File: src/rtl/cfg_axil_arbiter.sv
// cfg_axil_arbiter
//   Round-robin arbiter and sequencer that shares one config AXI-Lite master between two
//   requesters (port 0 = Wishbone bridge side, port 1 = FPGA Axis-Axilite side). It latches
//   one request, runs one complete AXI-Lite transaction (AW+W+B or AR+R) and returns a
//   single-cycle response to the requester that was granted.
//
// Ports
//   axi_clk, axi_reset_n               clock, asynchronous active-low reset
//   req{0,1}_valid/_we/_addr/_wdata/_wstrb   request in, held until req{n}_ready
//   req{0,1}_ready                      one-cycle accept pulse
//   rsp{0,1}_valid/_rdata/_err          one-cycle response (rdata 0 for writes)
//   axi_aw*/axi_w*/axi_b*/axi_ar*/axi_r*     AXI-Lite master towards the target decode
//
// Optional feature
//   CFG_ARB_TIMEOUT_EN : watchdog that abandons a transaction after pTO_CYCLES cycles in
//   ADDR/RESP and responds with err=1, rdata=32'hDEAD_BEEF. Without it a silent target
//   stalls the arbiter until reset.

module cfg_axil_arbiter #(
    parameter int pADDR_WIDTH = 15,
    parameter int pDATA_WIDTH = 32,
    parameter int pTO_CYCLES  = 255
) (
    input  logic                     axi_clk,
    input  logic                     axi_reset_n,
    input  logic                     req0_valid,
    input  logic                     req0_we,
    input  logic [pADDR_WIDTH-1:0]   req0_addr,
    input  logic [pDATA_WIDTH-1:0]   req0_wdata,
    input  logic [3:0]               req0_wstrb,
    output logic                     req0_ready,
    input  logic                     req1_valid,
    input  logic                     req1_we,
    input  logic [pADDR_WIDTH-1:0]   req1_addr,
    input  logic [pDATA_WIDTH-1:0]   req1_wdata,
    input  logic [3:0]               req1_wstrb,
    output logic                     req1_ready,
    output logic                     rsp0_valid,
    output logic [pDATA_WIDTH-1:0]   rsp0_rdata,
    output logic                     rsp0_err,
    output logic                     rsp1_valid,
    output logic [pDATA_WIDTH-1:0]   rsp1_rdata,
    output logic                     rsp1_err,
    output logic                     axi_awvalid,
    input  logic                     axi_awready,
    output logic [pADDR_WIDTH-1:0]   axi_awaddr,
    output logic                     axi_wvalid,
    input  logic                     axi_wready,
    output logic [pDATA_WIDTH-1:0]   axi_wdata,
    output logic [3:0]               axi_wstrb,
    input  logic                     axi_bvalid,
    output logic                     axi_bready,
    input  logic [1:0]               axi_bresp,
    output logic                     axi_arvalid,
    input  logic                     axi_arready,
    output logic [pADDR_WIDTH-1:0]   axi_araddr,
    input  logic                     axi_rvalid,
    output logic                     axi_rready,
    input  logic [pDATA_WIDTH-1:0]   axi_rdata,
    input  logic [1:0]               axi_rresp
);

    typedef enum logic [1:0] {IDLE, ADDR, RESP, DONE} state_t;

    state_t                   state_q, state_d;
    logic                     grant_q, grant_d;
    logic                     lastGrant_q, lastGrant_d;
    logic                     we_q, we_d;
    logic [pADDR_WIDTH-1:0]   addr_q, addr_d;
    logic [pDATA_WIDTH-1:0]   wdata_q, wdata_d;
    logic [3:0]               wstrb_q, wstrb_d;
    logic                     awDone_q, awDone_d;
    logic                     wDone_q, wDone_d;
    logic [pDATA_WIDTH-1:0]   rdata_q, rdata_d;
    logic                     err_q, err_d;
    logic                     pick;
    logic                     timeout;

    // Only SLVERR/DECERR (resp[1]) matter, so bit 0 of each response is ignored.
    logic unusedBits;
    assign unusedBits = ^{axi_bresp[0], axi_rresp[0], 32'(pTO_CYCLES)};

    // With both requesters waiting, the one that was not served last wins.
    assign pick = (req0_valid && req1_valid) ? ~lastGrant_q : req1_valid;

`ifdef CFG_ARB_TIMEOUT_EN
    logic [7:0] toCnt_q, toCnt_d;
    // Fires in the last allowed cycle so DONE starts exactly pTO_CYCLES after ADDR entry.
    assign timeout = ((state_q == ADDR) || (state_q == RESP)) &&
                     (toCnt_q == 8'(pTO_CYCLES - 1));

    always_ff @(posedge axi_clk or negedge axi_reset_n) begin
        if (!axi_reset_n) toCnt_q <= '0;
        else              toCnt_q <= toCnt_d;
    end
`else
    assign timeout = 1'b0;
`endif

    always_ff @(posedge axi_clk or negedge axi_reset_n) begin
        if (!axi_reset_n) begin
            state_q     <= IDLE;
            grant_q     <= 1'b0;
            lastGrant_q <= 1'b1;
            we_q        <= 1'b0;
            addr_q      <= '0;
            wdata_q     <= '0;
            wstrb_q     <= '0;
            awDone_q    <= 1'b0;
            wDone_q     <= 1'b0;
            rdata_q     <= '0;
            err_q       <= 1'b0;
        end else begin
            state_q     <= state_d;
            grant_q     <= grant_d;
            lastGrant_q <= lastGrant_d;
            we_q        <= we_d;
            addr_q      <= addr_d;
            wdata_q     <= wdata_d;
            wstrb_q     <= wstrb_d;
            awDone_q    <= awDone_d;
            wDone_q     <= wDone_d;
            rdata_q     <= rdata_d;
            err_q       <= err_d;
        end
    end

    always_comb begin
        state_d     = state_q;
        grant_d     = grant_q;
        lastGrant_d = lastGrant_q;
        we_d        = we_q;
        addr_d      = addr_q;
        wdata_d     = wdata_q;
        wstrb_d     = wstrb_q;
        awDone_d    = awDone_q;
        wDone_d     = wDone_q;
        rdata_d     = rdata_q;
        err_d       = err_q;
`ifdef CFG_ARB_TIMEOUT_EN
        toCnt_d     = toCnt_q;
`endif
        req0_ready  = 1'b0;
        req1_ready  = 1'b0;
        rsp0_valid  = 1'b0;
        rsp0_rdata  = '0;
        rsp0_err    = 1'b0;
        rsp1_valid  = 1'b0;
        rsp1_rdata  = '0;
        rsp1_err    = 1'b0;
        axi_awvalid = 1'b0;
        axi_awaddr  = '0;
        axi_wvalid  = 1'b0;
        axi_wdata   = '0;
        axi_wstrb   = '0;
        axi_bready  = 1'b0;
        axi_arvalid = 1'b0;
        axi_araddr  = '0;
        axi_rready  = 1'b0;

        case (state_q)
            IDLE: begin
                if (req0_valid || req1_valid) begin
                    req0_ready  = ~pick;
                    req1_ready  = pick;
                    grant_d     = pick;
                    lastGrant_d = pick;
                    we_d        = pick ? req1_we    : req0_we;
                    addr_d      = pick ? req1_addr  : req0_addr;
                    wdata_d     = pick ? req1_wdata : req0_wdata;
                    wstrb_d     = pick ? req1_wstrb : req0_wstrb;
                    awDone_d    = 1'b0;
                    wDone_d     = 1'b0;
`ifdef CFG_ARB_TIMEOUT_EN
                    toCnt_d     = '0;
`endif
                    state_d     = ADDR;
                end
            end
            ADDR: begin
                if (we_q) begin
                    // AW and W complete independently; the done flags remember which
                    // channel has already handshaken so its valid stays low.
                    if (!awDone_q && !timeout) begin
                        axi_awvalid = 1'b1;
                        axi_awaddr  = addr_q;
                    end
                    if (!wDone_q && !timeout) begin
                        axi_wvalid = 1'b1;
                        axi_wdata  = wdata_q;
                        axi_wstrb  = wstrb_q;
                    end
                    awDone_d = awDone_q | (axi_awvalid & axi_awready);
                    wDone_d  = wDone_q  | (axi_wvalid  & axi_wready);
                    if (awDone_d && wDone_d) state_d = RESP;
                end else begin
                    if (!timeout) begin
                        axi_arvalid = 1'b1;
                        axi_araddr  = addr_q;
                    end
                    if (axi_arvalid && axi_arready) state_d = RESP;
                end
            end
            RESP: begin
                if (we_q) begin
                    axi_bready = ~timeout;
                    if (axi_bvalid && axi_bready) begin
                        rdata_d = '0;
                        err_d   = axi_bresp[1];
                        state_d = DONE;
                    end
                end else begin
                    axi_rready = ~timeout;
                    if (axi_rvalid && axi_rready) begin
                        rdata_d = axi_rdata;
                        err_d   = axi_rresp[1];
                        state_d = DONE;
                    end
                end
            end
            DONE: begin
                if (grant_q) begin
                    rsp1_valid = 1'b1;
                    rsp1_rdata = rdata_q;
                    rsp1_err   = err_q;
                end else begin
                    rsp0_valid = 1'b1;
                    rsp0_rdata = rdata_q;
                    rsp0_err   = err_q;
                end
                state_d = IDLE;
            end
            default: state_d = IDLE;
        endcase

`ifdef CFG_ARB_TIMEOUT_EN
        if ((state_q == ADDR) || (state_q == RESP)) toCnt_d = toCnt_q + 8'd1;
        if (timeout) begin
            rdata_d = pDATA_WIDTH'(32'hDEAD_BEEF);
            err_d   = 1'b1;
            state_d = DONE;
        end
`endif
    end

endmodule
File: config.mk
export PLATFORM = sky130hd
export DESIGN_NAME = cfg_axil_arbiter
export DESIGN_NICKNAME = d
export VERILOG_FILES = /design/src/rtl/cfg_axil_arbiter.sv
export SDC_FILE = /design/constraint.sdc
export NUM_CORES = 1
export LEC_CHECK = 0
export CAP_MARGIN = 20
export CORE_MARGIN = 2
export CORE_UTILIZATION = 41
export DETAILED_ROUTE_END_ITERATION = 10
export GPL_TIMING_DRIVEN = 1
export PLACE_DENSITY = 0.87
export SLEW_MARGIN = 20
export SYNTH_ARGS = -nofsm -noshare
export SYNTH_HDL_FRONTEND = slang
export SYNTH_SLANG_ARGS = --single-unit
File: constraint.sdc
create_clock -name axi_clk -period 5.1 [get_ports axi_clk]
set_input_delay 0.765 -clock axi_clk [delete_from_list [all_inputs] [get_ports axi_clk]]
set_output_delay 0.765 -clock axi_clk [all_outputs]
set_load 0.02 [all_outputs]
Yosys cells after proc, flatten, opt, wreduce, memory -nomap -nowiden
Cells that the tools add are included.
- eq/ne operators: 10
- bitwise operators: 6
- muxes and demuxes: 69
- reduce and logical (&&, ||, !) cells: 11
- operators by type and width (operator ; count):
    2-to-1 mux 32 bit ; 11
    2-to-1 mux 15 bit ; 6
    2-to-1 mux 1 bit ; 38
    2-to-1 mux 4 bit ; 4
    2-to-1 mux 2 bit ; 7
    inequality test 3 bit, second input constant ; 4
    case mux 2 bit (4 select lines) ; 1
    inequality test 2 bit, second input constant ; 3
    AND reduction 3 bit ; 2
    AND reduction 5 bit ; 1
    equality test 2 bit, second input constant ; 2
    case mux 1 bit (2 select lines) ; 2
    nonzero test 2 bit ; 2
    logical AND 1 bit ; 3
    bitwise AND 1 bit ; 2
    equality test 2 x 1 -> 1 bit, second input constant ; 1
    zero test 2 bit ; 1
    NOT 1 bit ; 2
    OR 1 bit ; 2
    AND reduction 2 bit ; 1
    logical OR 1 bit ; 1
- output and inout port bits: 141
- logic and storage cells: 107
- input bits: 149
- register bits after elaboration: 91

Longest topological paths before layout
Gate-level depths: netlist (run 1).
- depth after elaboration: 9
- mapped depth: 8
- mapped depth without buffers: 5

Worst setup path after synthesis (run 1)
OpenSTA, ideal clock, no wires.
- path type: reg-to-output
- start: reg state_q[1]
- end: out axi_wdata[13]
- buffers on the path: 1
- setup slack: 2694 ps
- cell stages (with the launch flop): 7
- arrival time: 1641 ps
- required time: 4335 ps
- cell sequence: dfrtp_1 > inv_1 > ha_1 > nand2_1 > nor2_1 > buf_2 > and2_1
- cells in the longest elaborated chain, start to end: 2
- RTL lines (what ; RTL line ; RTL):
    from (decl) ; 65 ; state_t state_q, state_d;
    from (signal assigned) ; 114 ; state_q <= state_d;
    equality test 2 x 1 -> 1 bit ; 161 ; case (state_q)
    2-to-1 mux 32 bit ; 161 ;
    to (decl) ; 49 ; output logic [pDATA_WIDTH-1:0] axi_wdata,
No other way between the ends.

Worst setup path after layout (run 1)
- start: reg state_q[1]
- end: out axi_awaddr[14]
- cells in the longest elaborated chain, start to end: 2
- RTL lines (what ; RTL line ; RTL):
    equality test 2 x 1 -> 1 bit ; 161 ;
    2-to-1 mux 15 bit ; 161 ;
    to (decl) ; 46 ; output logic [pADDR_WIDTH-1:0] axi_awaddr,
No other way between the ends.

==> results by group, run 1 <==
Global routing
  – Initial antenna violation count: 0
  – First-pass GRT wire length: 25500 um
  – Vias in the first global route: 4795
  – Largest net degree at the start of global routing: 74
  – Grt ovf: 0
  – GRT Total Usage: 0.255

Floorplan
  – Die Wd: 113 um
  – Full die area: 12700 sq um
  – # IOs: 290
  – Initial Util: 0.423
  – # rows: 39
  – Core footprint: 11500 sq um
  – Die height: 113 um

Synth
  – Cell accounting for the most synthesized area: dfrtp_1
  – Distinct cells, synth: 34
  – Sequential area share after synthesis: 0.469
  – Yosys reg bits: 91
  – Cells after Synth: 472
  – Yosys top cell area share: 0.464
  – Post-Syn Area: 4850 sq um
  – Syn Area/Cell: 10.3 sq um
  – Yosys warns: 0
  – Post-synth EDFFs: 0
  – Main synth FF type: dfrtp_1
  – Syn nets: 626
  – Ranking of synthesized cells by area: dfrtp_1 (46%), and2_1 (13%), and3_1 (8.4%), a221o_1 (6.6%), a22o_1 (5.8%)
  – Post-synthesis async set-or-reset flop share: 1.00

Cells and area
  – Most frequent cells in the layout: clkdlybuf4s50_1 (286), and2_1 (102), dfrtp_1 (90), and3_1 (65)
  – Final #Nets: 888
  – Number of antenna diodes: 0
  – Final Non-Filler Cells: 882
  – Layout area overhead: 66.3%
  – Share of post-route cells with drive strength above 1: 0.0474
  – Most common cell after layout, fill and taps aside: clkdlybuf4s50_1

Place
  – Placed insts: 866
  – Hpwl dp: 12100 um
  – Port buffer count: 287
  – Placer Congestion: 0.876

CTS
  – TritonCTS clock tree: built
  – Insertion delay to the later sink of the worst-skew pair: 330 ps
  – CTS clock-pin slew for the worst setup and hold paths: 70 ps
  – Clock Tree Root: clkbuf_16
  – Post-CTS Setup Repair Bufs: 0
  – CTS Hold Bufs: 0
  – Max Root-Sink Buffers: 2
  – CTS buffer count: 9
  – CTS sink cnt: 91
  – Post-cts resize count: 0
  – CTS H-Tree Depth: 3

Pwr
  – Reg power frac: 0.356
  – Final Total Pwr: 3.83 mW
  – Net switching power: 1.46 mW
  – Sw frac: 0.381
  – Clk pwr share: 0.177
  – Int Power: 2.37 mW
  – Combinational share of power: 0.467
  – PD cells: 475 nW/um^2
  – VDD IR max: 0.000237 V
  – Leakage Power: 3.59 nW

STA
  – Fin. max-slew vios: 0
  – Rel. slew slack: 0.335
  – RSZ-0062 raised after global routing: false
  – Minimum clock period: 3680 ps
  – Max Clk Rate: 272 MHz
  – Fin crit share: 0.721
  – Slew @ Worst Pin: 998 ps
  – Setup Skew: 7.70 ps
  – Final Setup Violations: 0
  – Total negative slack: 0 ps
  – Final hold violation count: 0

Critical path
  – Critical Path Source Type: flop
  – CP arrival: 2910 ps
  – Flop2flop setup slack: 2990 ps
  – FF-to-FF End: rdata_q[21]$_DFFE_PN0P_
  – Critical Path Sink Type: primary output
  – FF-to-FF path depth: 5
  – Worst Path Max Fanout: 16
  – R2R Path Start: state_q[0]$_DFFE_PN0P_
  – CP Class: flop to primary output
  – Required time of the critical path: 4340 ps

Drt
  – DR vias/cell: 5.45
  – Post-route ant nets: 0
  – Drt first pass iters: 5
  – Avg WL per Cell: 18.8 um
  – Detailed Route WL: 16500 um
  – Residual DRC: 0
  – Initial DRC count: 351
  – Vias: 4805

Run
  – Max_cap viols: 0

Worst hold path
  – Hold/Removal Path Class: primary input to async pin

Outcome
  – Status: complete, no violations
==> worst max-delay path, stage by stage, from the launching register on <==
cell             delay, ps
dfrtp_1                420
inv_1                  140
ha_1                   270
nand2_1                170
nor2_1                 710
and2_1                 260
clkdlybuf4s50_1        610
==> final cells by class <==
type                       instances  area, sq um
clock buffer                      10          239
clock inverter                     6         65.1
tap                              143          179
inverter                           4         15.0
multi-input combinational        334         2370
timing repair buffer             294         2930
fill                             863         3390
sequential                        91         2280
==> power by group through the flow <==
| stage | logic (mW) | clock network (mW) | registers, mW |
|---|---|---|---|
| after floorplan | 1.17 | 0 | 1.24 |
| after global placement | 1.73 | 0 | 1.35 |
| after detailed placement | 1.80 | 0 | 1.36 |
| after CTS | 1.81 | 0.691 | 1.36 |
| after global routing | 1.94 | 0.722 | 1.41 |
| final | 1.79 | 0.677 | 1.37 |
==> synth_stat cells, types with 2 or more instances <==
cell and number:
o32a_1 2, a31oi_1 4, nand2b_1 2, ha_1 5, nor3b_1 3, buf_4 11, nand2_1 22, nor2_1 4
inv_1 4, a22o_1 32, dfrtp_1 90, mux2_2 2, a21oi_1 2, o21ai_0 23, and3_1 65, a221o_1 32
buf_2 5, and2_1 103, mux2i_1 21, clkbuf_1 26
==> registers in the layout (all words and copies together) (netlist names) <==
signal,count
rdata_q,32
wdata_q,32
addr_q,15
wstrb_q,4
state_q,2
awDone_q,1
err_q,1
grant_q,1
lastGrant_q,1
wDone_q,1
we_q,1
==> cell families (layout without fill, tap and decap cells) <==
kind of cell,Yosys count,count (layout),share of synthesized area
compound gates,102,102,0.172
simple gates,204,204,0.251
mux,23,23,0.0479
buf+inv,47,314,0.0461
fa+ha+maj,5,5,0.0129
flops,91,91,0.469
==> metal layers <==
metal  routed length [um]  GRT usage  vias up
met5                    0          0        -
met4                  488      0.108        0
met2                 8130      0.434      239
met1                 6380      0.297     2310
met3                 1550     0.0803       34
li1                     -          -     2222
==> through the flow <==
| stage | hold WS [ps] | setup WS (ps) | area (sq um) | util |
|---|---|---|---|---|
| detailed placement | 463 | 1520 | 7770 | 0.677 |
| CTS | 430 | 1370 | 8070 | 0.704 |
| global route | 460 | 1220 | 8070 | 0.704 |
| finish | 415 | 1420 | 8070 | 0.704 |
| global placement | 454 | 1550 | 7750 | 0.676 |
| floorplan | 442 | 2690 | 4850 | - |
==> worst max path at each step <==
| stage | start | endpoint |
|---|---|---|
| CTS | state_q[1]$_DFFE_PN0P_ | axi_awaddr[14] |
| detailed placement | req1_valid | req0_ready |
| global placement | req1_valid | req0_ready |
| finish | state_q[1]$_DFFE_PN0P_ | axi_awaddr[14] |
| floorplan | state_q[1]$_DFFE_PN0P_ | axi_wdata[13] |
| global route | state_q[1]$_DFFE_PN0P_ | axi_awaddr[11] |
(Power assumes the default switching activity.)
==> run 2: changes to the inputs <==
Settings changed: CORE_UTILIZATION 41 to 38, PLACE_DENSITY 0.87 to 0.81.
Clock period 5.1 ns to 3.4 ns, I/O delays scaled along.
==> results by group, run 2 (synthesis gave the netlist of run 1 again) <==
CTS
  – Post-CTS Setup Repair Bufs: 0 (unchanged)
  – Max Root-Sink Buffers: 2 (unchanged)
  – Clock Tree Root: clkbuf_16
  – CTS clock-pin slew for the worst setup and hold paths: 70 ps (about the same)
  – CTS H-Tree Depth: 3 (unchanged)
  – CTS sink cnt: 91 (unchanged)
  – Insertion delay to the later sink of the worst-skew pair: 340 ps (about the same)
  – CTS buffer count: 9 (unchanged)
  – Post-cts resize count: 0 (unchanged)
  – CTS Hold Bufs: 0 (unchanged)
  – TritonCTS clock tree: built

Critical path
  – FF-to-FF path depth: 6 (+1)
  – Family with the most delay on the worst path: buffers and inverters
  – Critical Path Source Type: flop
  – Critical path origin: state_q[1]$_DFFE_PN0P_
  – Critical Path, Cell by Cell: inv_1 > ha_1 > nand2_1 > nor2_2 > buf_4 > and2_1 > clkdlybuf4s50_1
  – Critical Path Sink Type: primary output
  – Largest stage delay, worst path: 640 ps (-70 ps)
  – Worst Path Max Fanout: 37 (+21)
  – Slowest CP cell: clkdlybuf4s50_1
  – CP arrival: 2610 ps (-300 ps)
  – R2R Path Start: state_q[1]$_DFFE_PN0P_
  – FF-to-FF End: state_q[1]$_DFFE_PN0P_
  – Worst path buffer plus inverter count: 3 (+1)
  – CP Class: flop to primary output
  – Required time of the critical path: 2890 ps (-1450 ps)
  – Flop2flop setup slack: 1140 ps (-1850 ps)

Global routing
  – Largest net degree at the start of global routing: 74 (unchanged)
  – GRT Total Usage: 0.230 (-0.0248)
  – Vias in the first global route: 4773 (-0.46%)
  – First-pass GRT wire length: 24300 um (-4.7%)
  – Initial antenna violation count: 0 (unchanged)
  – Grt ovf: 0 (unchanged)

Place
  – Hpwl dp: 12000 um (-1.4%)
  – Setup WS pre-CTS: 541 ps (-983 ps)
  – Cell Area, Placed: 7840 sq um (+0.85%)
  – Placer Congestion: 0.800 (-8.7%)
  – Port buffer count: 287 (unchanged)

Drt
  – Initial DRC count: 282 (-20%)
  – DR vias/cell: 5.11 (-6.2%)
  – Detailed Route WL: 16100 um (-2.8%)
  – Max layer used: met4
  – Drt first pass iters: 5 (unchanged)
  – Routed length on met2: 7890 um (-2.9%)
  – Post-route ant nets: 0 (unchanged)
  – Residual DRC: 0 (unchanged)
  – Wl on met1: 6290 um (-1.3%)
  – WL met3: 1620 um (+4.3%)
  – Vias: 4680 (-2.6%)
  – Avg WL per Cell: 17.6 um (-6.4%)

Outcome
  – Status: complete, no violations

STA
  – Final hold violation count: 0 (unchanged)
  – Slew @ Worst Pin: 921 ps (-77.2 ps)
  – Setup WS post-layout: 277 ps (-1140 ps)
  – Minimum clock period: 3120 ps
  – Rel. slew slack: 0.386 (+0.0515)
  – Max Clk Rate: 320 MHz
  – Fin. max-slew vios: 0 (unchanged)
  – Setup Skew: 5.39 ps (-2.31 ps)
  – Fin crit share: 0.919
  – Fin Hold WS: 315 ps (-101 ps)
  – Final Setup Violations: 0 (unchanged)
  – Total negative slack: 0 ps (unchanged)
  – RSZ-0062 raised after global routing: false

Run
  – Max_cap viols: 0 (unchanged)

Cells and area
  – Most common cell after layout, fill and taps aside: clkdlybuf4s50_1
  – Number of antenna diodes: 0 (unchanged)
  – Final #Nets: 893 (+0.56%)
  – Post-Route Utilization: 0.645 (-0.0588)
  – Largest regs: rdata_q x32, wdata_q x32, addr_q x15
  – Layout area overhead: 67.1%
  – Final Cell Area: 8110 sq um (+0.45%)
  – Most frequent cells in the layout: clkdlybuf4s50_1 (286), and2_1 (103), dfrtp_1 (90), and3_1 (65)
  – Share of post-route cells with drive strength above 1: 0.0497 (+0.00237)

Floorplan
  – Die height: 117 um (+3.7%)
  – Die Wd: 117 um (+3.7%)
  – Initial Util: 0.386 (-0.0371)
  – # IOs: 290 (unchanged)
  – Full die area: 13700 sq um (+7.6%)
  – Core footprint: 12600 sq um (+9.6%)
  – # rows: 41 (+5.1%)

Pwr
  – VDD IR max: 0.000336 V (+42%)
  – PD cells: 701 nW/um^2 (+48%)
  – Leakage Power: 3.61 nW (+0.39%)

Worst hold path
  – Hold/Removal Path Class: primary input to async pin
==> run 2: how the worst max path moves through the flow <==
| stage | end | slack (ps) | cells after the start |
|---|---|---|---|
| 2_1_floorplan | axi_wdata[13] | 1250 | 6 |
| 3_3_place_gp | req1_ready | 590 | 4 |
| 3_5_place_dp | req1_ready | 540 | 4 |
| 4_1_cts | axi_wstrb[2] | 270 | 7 |
| 5_1_grt | axi_wstrb[2] | 100 | 7 |
| 6_report | axi_wstrb[2] | 280 | 7 |
==> run 2: routing by layer <==
layer | vias up | global-route usage
met5 | - | 0
met4 | 0 | 0.0729
met3 | 20 | 0.0721
met2 | 209 | 0.397
met1 | 2230 | 0.274
li1 | 2221 | -
==> run 2: area by class of cell <==
class / instances / area [sq um]
Sequential cell: 91 / 2280
Tap cell: 172 / 215
Timing Repair Buffer: 299 / 2960
Fill cell: 1036 / 4460
Clock inverter: 3 / 15.0
Multi-Input combinational cell: 334 / 2370
Clock buffer: 13 / 260
Inverter: 4 / 15.0
==> run 2: metrics by stage <==
stage / total power [mW] / cells
final: 5.69 / 916
after global routing: 6.08 / 916
after CTS: 5.73 / 916
after detailed placement: 4.78 / 900
after global placement: 4.65 / 900
after floorplan: 3.63 / 472
==> run 2: power breakdown <==
group	switching, mW	internal [mW]	leakage (nW)	total, mW
Clock	0.402	0.532	0.139	0.935
Combinational	1.39	1.36	2.33	2.75
Sequential	0.374	1.63	1.14	2.01
Total	2.17	3.52	3.61	5.69
==> run 3: changes to the inputs <==
Settings changed: CORE_UTILIZATION 38 to 41, CTS_CLUSTER_SIZE set to 14, PLACE_DENSITY 0.81 to 0.87.
Clock period 3.4 ns to 3.8 ns, I/O delays scaled along.
==> results by group, run 3 (synthesis gave the netlist of run 1 again) <==
Drt
  – WL met3: 1590 um (-1.8%)
  – Post-route ant nets: 0 (unchanged)
  – Residual DRC: 0 (unchanged)
  – Wl on met1: 6230 um (-0.99%)
  – Max layer used: met4
  – Initial DRC count: 290 (+2.8%)
  – Detailed Route WL: 16400 um (+2.2%)
  – Avg WL per Cell: 18.5 um (+5.5%)
  – Routed length on met2: 8230 um (+4.4%)
  – Drt first pass iters: 7 (+2)
  – Vias: 4770 (+1.9%)
  – DR vias/cell: 5.37 (+5.1%)

Pwr
  – Leakage Power: 3.60 nW (-0.12%)
  – VDD IR max: 0.000316 V (-6.0%)
  – PD cells: 633 nW/um^2 (-9.8%)

Critical path
  – Flop2flop setup slack: 1470 ps (+330 ps)
  – Slowest CP cell: clkdlybuf4s50_1
  – FF-to-FF End: state_q[1]$_DFFE_PN0P_
  – CP arrival: 2820 ps (+210 ps)
  – Worst path buffer plus inverter count: 3 (unchanged)
  – FF-to-FF path depth: 6 (unchanged)
  – CP Class: flop to primary output
  – Critical Path, Cell by Cell: inv_1 > ha_1 > nand2_1 > nor2_2 > buf_4 > and2_1 > clkdlybuf4s50_1
  – R2R Path Start: state_q[1]$_DFFE_PN0P_
  – Family with the most delay on the worst path: buffers and inverters
  – Largest stage delay, worst path: 630 ps (about the same)
  – Critical Path Sink Type: primary output
  – Critical Path Source Type: flop
  – Worst Path Max Fanout: 27 (-27%)
  – Required time of the critical path: 3230 ps (+340 ps)

Worst hold path
  – Hold/Removal Path Class: primary input to async pin

Floorplan
  – Initial Util: 0.423 (+0.0371)
  – # IOs: 290 (unchanged)
  – Full die area: 12700 sq um (-7.1%)
  – Die Wd: 113 um (-3.6%)
  – Core footprint: 11500 sq um (-8.8%)
  – # rows: 39 (-4.9%)
  – Die height: 113 um (-3.6%)

Cells and area
  – Multi-input gate area: 2370 sq um (unchanged)
  – Number of antenna diodes: 0 (unchanged)
  – Layout area overhead: 66.5%
  – Most common cell after layout, fill and taps aside: clkdlybuf4s50_1
  – Register area: 2280 sq um (unchanged)
  – Final #Nets: 894 (+0.11%)
  – Fillers: 846 (-18%)
  – Final Cell Area: 8080 sq um (-0.35%)
  – Largest regs: rdata_q x32, wdata_q x32, addr_q x15
  – Share of post-route cells with drive strength above 1: 0.0483 (-0.00141)
  – Most frequent cells in the layout: clkdlybuf4s50_1 (286), and2_1 (103), dfrtp_1 (90), and3_1 (65)

Global routing
  – Vias in the first global route: 4744 (-0.61%)
  – Largest net degree at the start of global routing: 74 (unchanged)
  – GRT Total Usage: 0.250 (+0.0196)
  – First-pass GRT wire length: 25200 um (+3.5%)
  – Initial antenna violation count: 0 (unchanged)
  – Grt ovf: 0 (unchanged)

CTS
  – Clock Tree Root: clkbuf_16
  – Post-cts resize count: 0 (unchanged)
  – CTS sink cnt: 91 (unchanged)
  – CTS H-Tree Depth: 3 (unchanged)
  – Insertion delay to the later sink of the worst-skew pair: 330 ps (about the same)
  – Max Root-Sink Buffers: 2 (unchanged)
  – CTS Hold Bufs: 0 (unchanged)
  – Post-CTS Setup Repair Bufs: 0 (unchanged)
  – CTS clock-pin slew for the worst setup and hold paths: 60 ps (about the same)
  – TritonCTS clock tree: built
  – CTS buffer count: 9 (unchanged)

Place
  – Port buffer count: 287 (unchanged)
  – Hpwl dp: 12200 um (+1.6%)
  – Cell Area, Placed: 7810 sq um (-0.37%)
  – Placer Congestion: 0.853 (+6.7%)

STA
  – Fin crit share: 0.893
  – Final Setup Violations: 0 (unchanged)
  – RSZ-0062 raised after global routing: false
  – Slew @ Worst Pin: 867 ps (-53.9 ps)
  – Fin. max-slew vios: 0 (unchanged)
  – Total negative slack: 0 ps (unchanged)
  – Rel. slew slack: 0.422 (+0.0359)
  – Max Clk Rate: 295 MHz
  – Minimum clock period: 3390 ps
  – Final hold violation count: 0 (unchanged)
  – Setup Skew: 4.80 ps (-0.596 ps)

Run
  – Max_cap viols: 0 (unchanged)

Outcome
  – Status: complete, no violations
[run 3: routing by layer]
metal	track usage	up-vias
met5	0	-
met4	0.0829	0
met3	0.0712	28
met2	0.435	243
met1	0.297	2271
li1	-	2228
[run 3: metrics by stage]
step                total power, mW  cells  utilization  hold slack, ps  worst slack [ps]
floorplan                      3.24    472            -             274              1590
global placement               4.19    872        0.681             456               726
detailed placement             4.30    872        0.681             468               669
CTS                            5.14    888        0.705             391               400
global route                   5.43    888        0.705             428               222
finish                         5.12    888        0.705             362               408
[run 3: cell type report]
type | count | share of cell area
sequential | 91 | 0.282
clock buffer | 15 | 0.0331
tap | 143 | 0.0221
multi-input combinational | 334 | 0.293
clock inverter | 1 | 0.000929
inverter | 4 | 0.00186
timing repair buffer | 300 | 0.367
[run 3: power by group]
group / switching (mW) / internal [mW] / total [mW]
registers: 0.334 / 1.46 / 1.79
logic: 1.27 / 1.22 / 2.49
clock network: 0.347 / 0.481 / 0.827
total: 1.95 / 3.16 / 5.12
[run 3: how the worst max path moves through the flow]
| stage | end | from | slack, ps | depth (start not counted) |
|---|---|---|---|---|
| 2_1_floorplan | axi_wdata[13] | state_q[1]$_DFFE_PN0P_ | 1590 | 6 |
| 3_3_place_gp | req1_ready | req1_valid | 730 | 4 |
| 3_5_place_dp | req1_ready | req1_valid | 670 | 4 |
| 4_1_cts | axi_wdata[28] | state_q[1]$_DFFE_PN0P_ | 400 | 7 |
| 5_1_grt | axi_wstrb[0] | state_q[1]$_DFFE_PN0P_ | 220 | 7 |
| 6_report | axi_wdata[28] | state_q[1]$_DFFE_PN0P_ | 410 | 7 |
